==> config.mk <==
export PLATFORM = sky130hd
export DESIGN_NAME = comma_aligner
export DESIGN_NICKNAME = d
export VERILOG_FILES = /design/src/rtl/comma_aligner.sv
export SDC_FILE = /design/constraint.sdc
export NUM_CORES = 1
export LEC_CHECK = 0
export BUFFER_PORTS_ARGS = -buffer_cell sky130_fd_sc_hd__buf_2
export CORE_MARGIN = 10
export CORE_UTILIZATION = 40
export CTS_BUF_LIST = sky130_fd_sc_hd__clkbuf_4 sky130_fd_sc_hd__clkbuf_8 sky130_fd_sc_hd__clkbuf_16
export CTS_CLUSTER_DIAMETER = 30
export DETAILED_ROUTE_END_ITERATION = 10
export GPL_ROUTABILITY_DRIVEN = 0
export SETUP_SLACK_MARGIN = 0.1
export SLEW_MARGIN = 20
export SYNTH_ARGS = -nofsm -noshare
export SYNTH_HDL_FRONTEND = slang
export SYNTH_SLANG_ARGS = --single-unit
==> constraint.sdc <==
create_clock -name clk -period 5 [get_ports clk]
set_input_delay 0 -clock clk [delete_from_list [all_inputs] [get_ports clk]]
set_output_delay 0 -clock clk [all_outputs]
set_load 0.05 [all_outputs]
==> src/rtl/comma_aligner.sv <==
// comma_aligner: K28.5 symbol aligner ahead of the 8B/10B decoder.
// Optional loss-of-lock counter port los_cnt under `ALIGN_LOS_CNT_EN.
module comma_aligner #(
    parameter int LOCK_COMMAS = 3,
    parameter int MAX_ERRS    = 4
) (
    input  logic       clk,
    input  logic       reset,
    input  logic [9:0] data_in,
    input  logic       in_valid,
    input  logic       sym_err,
    output logic [9:0] data_out,
    output logic       out_valid,
    output logic       comma_det,
    output logic       locked,
    output logic [3:0] offset
`ifdef ALIGN_LOS_CNT_EN
    ,
    output logic [15:0] los_cnt
`endif
);

    typedef enum logic [1:0] {
        HUNT   = 2'd0,
        VERIFY = 2'd1,
        LOCKED = 2'd2
    } state_t;

    state_t      state_q, state_d;
    logic [9:0]  prev_q, prev_d;
    logic [3:0]  offset_q, offset_d;
    logic [3:0]  cnt_q, cnt_d;
    logic [3:0]  err_q, err_d;
    logic [9:0]  dout_q, dout_d;
    logic        cdet_q, cdet_d;
    logic        ovalid_q, ovalid_d;
`ifdef ALIGN_LOS_CNT_EN
    logic [15:0] los_q, los_d;
`endif

    logic [19:0] win;
    logic [9:0]  match;
    logic        comma_any;
    logic [3:0]  det_k;
    logic [3:0]  sel;
    logic [9:0]  cand;
    logic        sel_hit;
    logic [3:0]  cnt_inc;
    logic [3:0]  err_base;
    logic [4:0]  err_sum;
    logic        mis;

    // Comma search over all ten offsets; lowest matching offset wins.
    always_comb begin
        win       = {prev_q, data_in};
        match     = '0;
        det_k     = '0;
        for (int k = 0; k < 10; k++) begin
            match[k] = (win[19-k -: 7] == 7'b0011111) ||
                       (win[19-k -: 7] == 7'b1100000);
        end
        for (int k = 9; k >= 0; k--) begin
            if (match[k]) det_k = 4'(k);
        end
        comma_any = |match;
        sel       = (state_q != LOCKED && comma_any) ? det_k : offset_q;
        cand      = '0;
        sel_hit   = 1'b0;
        for (int k = 0; k < 10; k++) begin
            if (sel == 4'(k)) begin
                cand    = win[19-k -: 10];
                sel_hit = match[k];
            end
        end
    end

    // Next-state, counters and registered outputs.
    always_comb begin
        state_d  = state_q;
        prev_d   = prev_q;
        offset_d = offset_q;
        cnt_d    = cnt_q;
        err_d    = err_q;
        dout_d   = dout_q;
        cdet_d   = cdet_q;
        ovalid_d = in_valid;
`ifdef ALIGN_LOS_CNT_EN
        los_d    = los_q;
`endif
        cnt_inc  = cnt_q + 4'd1;
        mis      = in_valid && comma_any && !sel_hit;
        err_base = (in_valid && sel_hit) ? 4'd0 : err_q;
        err_sum  = {1'b0, err_base} + {4'd0, mis} + {4'd0, sym_err};

        if (in_valid) begin
            prev_d = data_in;
            dout_d = cand;
            cdet_d = sel_hit;
        end

        unique case (state_q)
            HUNT: begin
                if (in_valid && comma_any) begin
                    offset_d = det_k;
                    cnt_d    = 4'd1;
                    if (LOCK_COMMAS == 1) begin
                        state_d = LOCKED;
                        err_d   = 4'd0;
                    end else begin
                        state_d = VERIFY;
                    end
                end
            end
            VERIFY: begin
                if (in_valid && comma_any) begin
                    if (det_k == offset_q) begin
                        cnt_d = cnt_inc;
                        if (cnt_inc == 4'(LOCK_COMMAS)) begin
                            state_d = LOCKED;
                            err_d   = 4'd0;
                        end
                    end else begin
                        offset_d = det_k;
                        cnt_d    = 4'd1;
                    end
                end
            end
            LOCKED: begin
                err_d = (err_sum > 5'd15) ? 4'd15 : err_sum[3:0];
                if ({1'b0, err_d} >= 5'(MAX_ERRS)) begin
                    state_d = HUNT;
                    cnt_d   = 4'd0;
                    err_d   = 4'd0;
`ifdef ALIGN_LOS_CNT_EN
                    if (los_q != 16'hFFFF) los_d = los_q + 16'd1;
`endif
                end
            end
            default: begin
                state_d = HUNT;
            end
        endcase
    end

    // State and output registers with asynchronous clear.
    always_ff @(posedge clk or negedge reset) begin
        if (!reset) begin
            state_q  <= HUNT;
            prev_q   <= '0;
            offset_q <= '0;
            cnt_q    <= '0;
            err_q    <= '0;
            dout_q   <= '0;
            cdet_q   <= 1'b0;
            ovalid_q <= 1'b0;
`ifdef ALIGN_LOS_CNT_EN
            los_q    <= '0;
`endif
        end else begin
            state_q  <= state_d;
            prev_q   <= prev_d;
            offset_q <= offset_d;
            cnt_q    <= cnt_d;
            err_q    <= err_d;
            dout_q   <= dout_d;
            cdet_q   <= cdet_d;
            ovalid_q <= ovalid_d;
`ifdef ALIGN_LOS_CNT_EN
            los_q    <= los_d;
`endif
        end
    end

    assign data_out  = dout_q;
    assign out_valid = ovalid_q;
    assign comma_det = cdet_q;
    assign locked    = (state_q == LOCKED);
    assign offset    = offset_q;
`ifdef ALIGN_LOS_CNT_EN
    assign los_cnt   = los_q;
`endif

endmodule

==> summary.md <==
| Metric | Value |
|---|---|
| Maximum number of pins on one net before global-route repair | 37 |
| Maximum resistive drop on vdd | 259.2 uV |
| CTS Root Buffer Type | clkbuf_8 |
| Sum of net half-perimeters after detailed placement | 7912 um |
| Synth cell types | 84 |
| Reg clk slew, reported paths | 0.08 ns |
| Unrepaired setup endpoints after global routing | no |
| Initial standard-cell utilization of the core | 0.4121 |
| Count of nets left with antenna violations after detail routing | 0 |
| Number of vias after detailed routing | 3572 |
| Initial DRC count | 413 |
| Synthesis-to-layout area growth | 13.20% |
| Cts bufs inserted | 5 |
| Port Buffers | 30 |
| Startpoint type of the worst setup path | flip-flop |
| Area of the multi-input gates | 2509 um^2 |
| Count of yosys warnings during synthesis | 0 |
| Global-route total usage across every layer | 0.1586 |
| Critical path arrival | 4.81 ns |
| Final slew viol count | 0 |
| Number of global-route vias before repair | 3339 |
| Ant. Diodes | 0 |
| Area of the core | 8721 um^2 |
| Post-route total power | 1879 uW |
| Wire length of the first global-routing pass | 17460 um |
| DRC Markers | 0 |
| Synth cell count leaders | 45 x nand2_1, 42 x nor2_1, 36 x dfrtp_1 |
| Portion of synthesized cell area occupied by the leading cell type | 0.2507 |
| Required time of the critical path | 5.19 ns |
| Routed length per placed instance | 19.06 um |
| Critical path class | flip-flop to flip-flop |
| Combined flip-flop and latch cell area | 902.1 um^2 |
| #FFs+latches synth | 36 |
| Clock period minus worst slack | 4.625 ns |
| EDFF count, synth | 0 |
| Share of synthesized area occupied by flip-flops and latches | 0.2507 |
| Maximum number of buffers from clock root to sink | 2 |
| Leakage power of the design | 0.001649 uW |
| Detailed-route wire length | 10730 um |
| P per Cell Area | 462.0 nW/um^2 |
| Fraction of final layout cells with drive strength greater than 1 | 0.2418 |
| Aggregate global routing overflow | 0 |
| CTS sink cnt | 36 |
| Count of maximum capacitance violations | 0 |
| Count of fill cells added during filler insertion | 798 |
| Cell types with the largest area share after synthesis | dfrtp_1 25%, mux2_2 4.7%, nand2_1 4.7% |
| Async set or reset register ratio after synthesis | 1.000 |
| Post-synth top flop | dfrtp_1 |
| Aggregate negative setup slack | 0 ns |
| Number of buffers inserted by post-CTS setup repair | 0 |
| Run status | completed |
| Max Fclk | 216.2 MHz |
| Y dimension of the die | 114.8 um |
| H-tree Lvls | 2 |
| Syn Area/Cell | 8.455 um^2 |
| Net count of the mapped netlist | 448 |
| Remaining max-slew budget at the tightest pin | 0.4328 |
| Transition time of the tightest slew-check pin | 0.8508 ns |
| Number of failing hold endpoints at the final stage | 0 |
| Yosys top cell by area | dfrtp_1 |
| Netlist area before placement | 3593 um^2 |
| Total number of placement rows | 34 |
| CP Max Fanout | 17 |
| Final setup viols | 0 |
| Die Width | 114.8 um |
| Detailed Routing Iterations Pass 1 | 5 |
| Initial antenna violation count | 0 |
| Final worst path period share | 0.9250 |
| CTS tree | built |
| Clock latency reported for the late side of the worst-skew pair | 0.30 ns |
| Ratio of routed vias to standard cells | 6.345 |
| Worst hold path class | input port to flip-flop |
| Number of instances in the synthesized netlist | 425 |
| Count of boundary I/O pins | 31 |
| Kind of end point of the critical path | flip-flop |
| Die outline area | 13170 um^2 |
| Most instantiated library cell after synthesis | nand2_1 |
| Nets | 477 |
| Post-route clock skew | 0.009260 ns |
[cells by family after synthesis]
| logic type | after synthesis | share of synthesized area |
|---|---|---|
| and+or+nand+nor | 169 | 0.2604 |
| AOI/OAI and AO/OA | 123 | 0.2754 |
| buffers and inverters | 50 | 0.06232 |
| DFF | 36 | 0.2507 |
| muxes | 35 | 0.1104 |
| adders and majority gates | 9 | 0.03343 |
| xor gates and xnor gates | 3 | 0.007313 |
[layer usage]
layer,global-route usage,up-vias,part of all wire
met2,0.2442,195,0.46
met3,0.02656,11,0.081
met4,0.04290,0,0.0095
met5,0,-,0
li1,-,1668,-
met1,0.2237,1698,0.45
[stage by stage]
step / instances / hold WS (ns) / worst slack (ns) / utilization / area [um^2]
final: 563 / 0.006593 / 0.3750 / 0.4664 / 4068
after global routing: 563 / 0.01936 / 0.1211 / 0.4664 / 4068
after CTS: 563 / 0.0008986 / 0.1354 / 0.4617 / 4026
after detailed placement: 550 / 0.1531 / 0.1536 / 0.4432 / 3865
after global placement: 550 / 0.1441 / 0.1721 / 0.4432 / 3865
after floorplan: 425 / -0.2956 / 0.6268 / - / 3593
[layout make-up]
| cell class | instances | share of cell area |
|---|---|---|
| Multi-Input combinational cell | 339 | 0.6167 |
| Sequential cell | 36 | 0.2218 |
| Timing Repair Buffer | 54 | 0.08428 |
| Tap cell | 108 | 0.03322 |
| Clock buffer | 5 | 0.01692 |
| Inverter | 18 | 0.01661 |
| Clock inverter | 3 | 0.01046 |
[sequential cells by signal, summed over array words and instances, names as in the netlist]
signal / count
out_valid: 1
comma_det: 1
prev_q: 10
cnt_q: 4
state_q: 2
offset: 4
err_q: 4
data_out: 10
[worst max-delay path, stage by stage, from the launching register on]
cell and delay (ns):
dfrtp_2 0.53, or4_4 0.58, o221a_4 0.30, o211a_4 0.30
a31oi_1 0.25, o21a_1 0.23, o2111ai_1 0.13, a32o_2 0.29
nand3_4 0.13, nand2_1 0.09, fa_1 0.41, inv_1 0.07
ha_1 0.16, o211ai_1 0.08, o21ai_0 0.08, nand3b_1 0.13
nor2b_1 0.17, mux2_4 0.30, mux2_4 0.30
[final timing paths]
check                                    to  startpoint  slack [ns]  cells after the start
worst max-delay path               cnt_q[0]   prev_q[3]        0.38                     18
min in group asynchronous       data_out[0]       reset        0.36                      2
max in group asynchronous         prev_q[3]       reset        4.06                      2
worst min register to register     err_q[3]    err_q[3]        0.48                      1
worst min-delay path            data_out[3]  data_in[4]       0.007                      3
worst max register to register     cnt_q[0]   prev_q[3]        0.38                     18
[power breakdown]
part,internal (uW),switching (uW)
sequential,373,87.0
clock,148,117
combinational,427,727
[cell usage in the layout (no fill, tap or decap), types with 5 or more instances in the layout]
| master | synthesis | routed |
|---|---|---|
| clkbuf_8 | 0 | 5 |
| inv_1 | 17 | 17 |
| a31oi_1 | 5 | 5 |
| nand4_1 | 5 | 5 |
| o21ai_0 | 20 | 20 |
| o31ai_1 | 7 | 7 |
| nand3b_1 | 5 | 5 |
| nand2b_1 | 12 | 12 |
| buf_4 | 4 | 19 |
| dfrtp_1 | 36 | 35 |
| mux2i_1 | 16 | 16 |
| nor3_1 | 10 | 10 |
| o22ai_1 | 10 | 9 |
| nand2_1 | 45 | 45 |
| buf_2 | 11 | 30 |
| and2_1 | 5 | 5 |
| a21oi_1 | 11 | 11 |
| o32ai_1 | 8 | 6 |
| o221ai_1 | 8 | 8 |
| dlygate4sd3_1 | 0 | 5 |
| nor2b_1 | 8 | 8 |
| mux2_2 | 15 | 15 |
| nor4_1 | 5 | 5 |
| nor2_1 | 42 | 42 |
| ha_1 | 8 | 8 |
[repair_timing]
item	CTS	global route
hold buffers	5	0
endpoints found under the setup margin	0	6
hold endpoints to repair	40	0
resized for setup	0	7
Note: power is estimated with default switching activity, not from simulation.
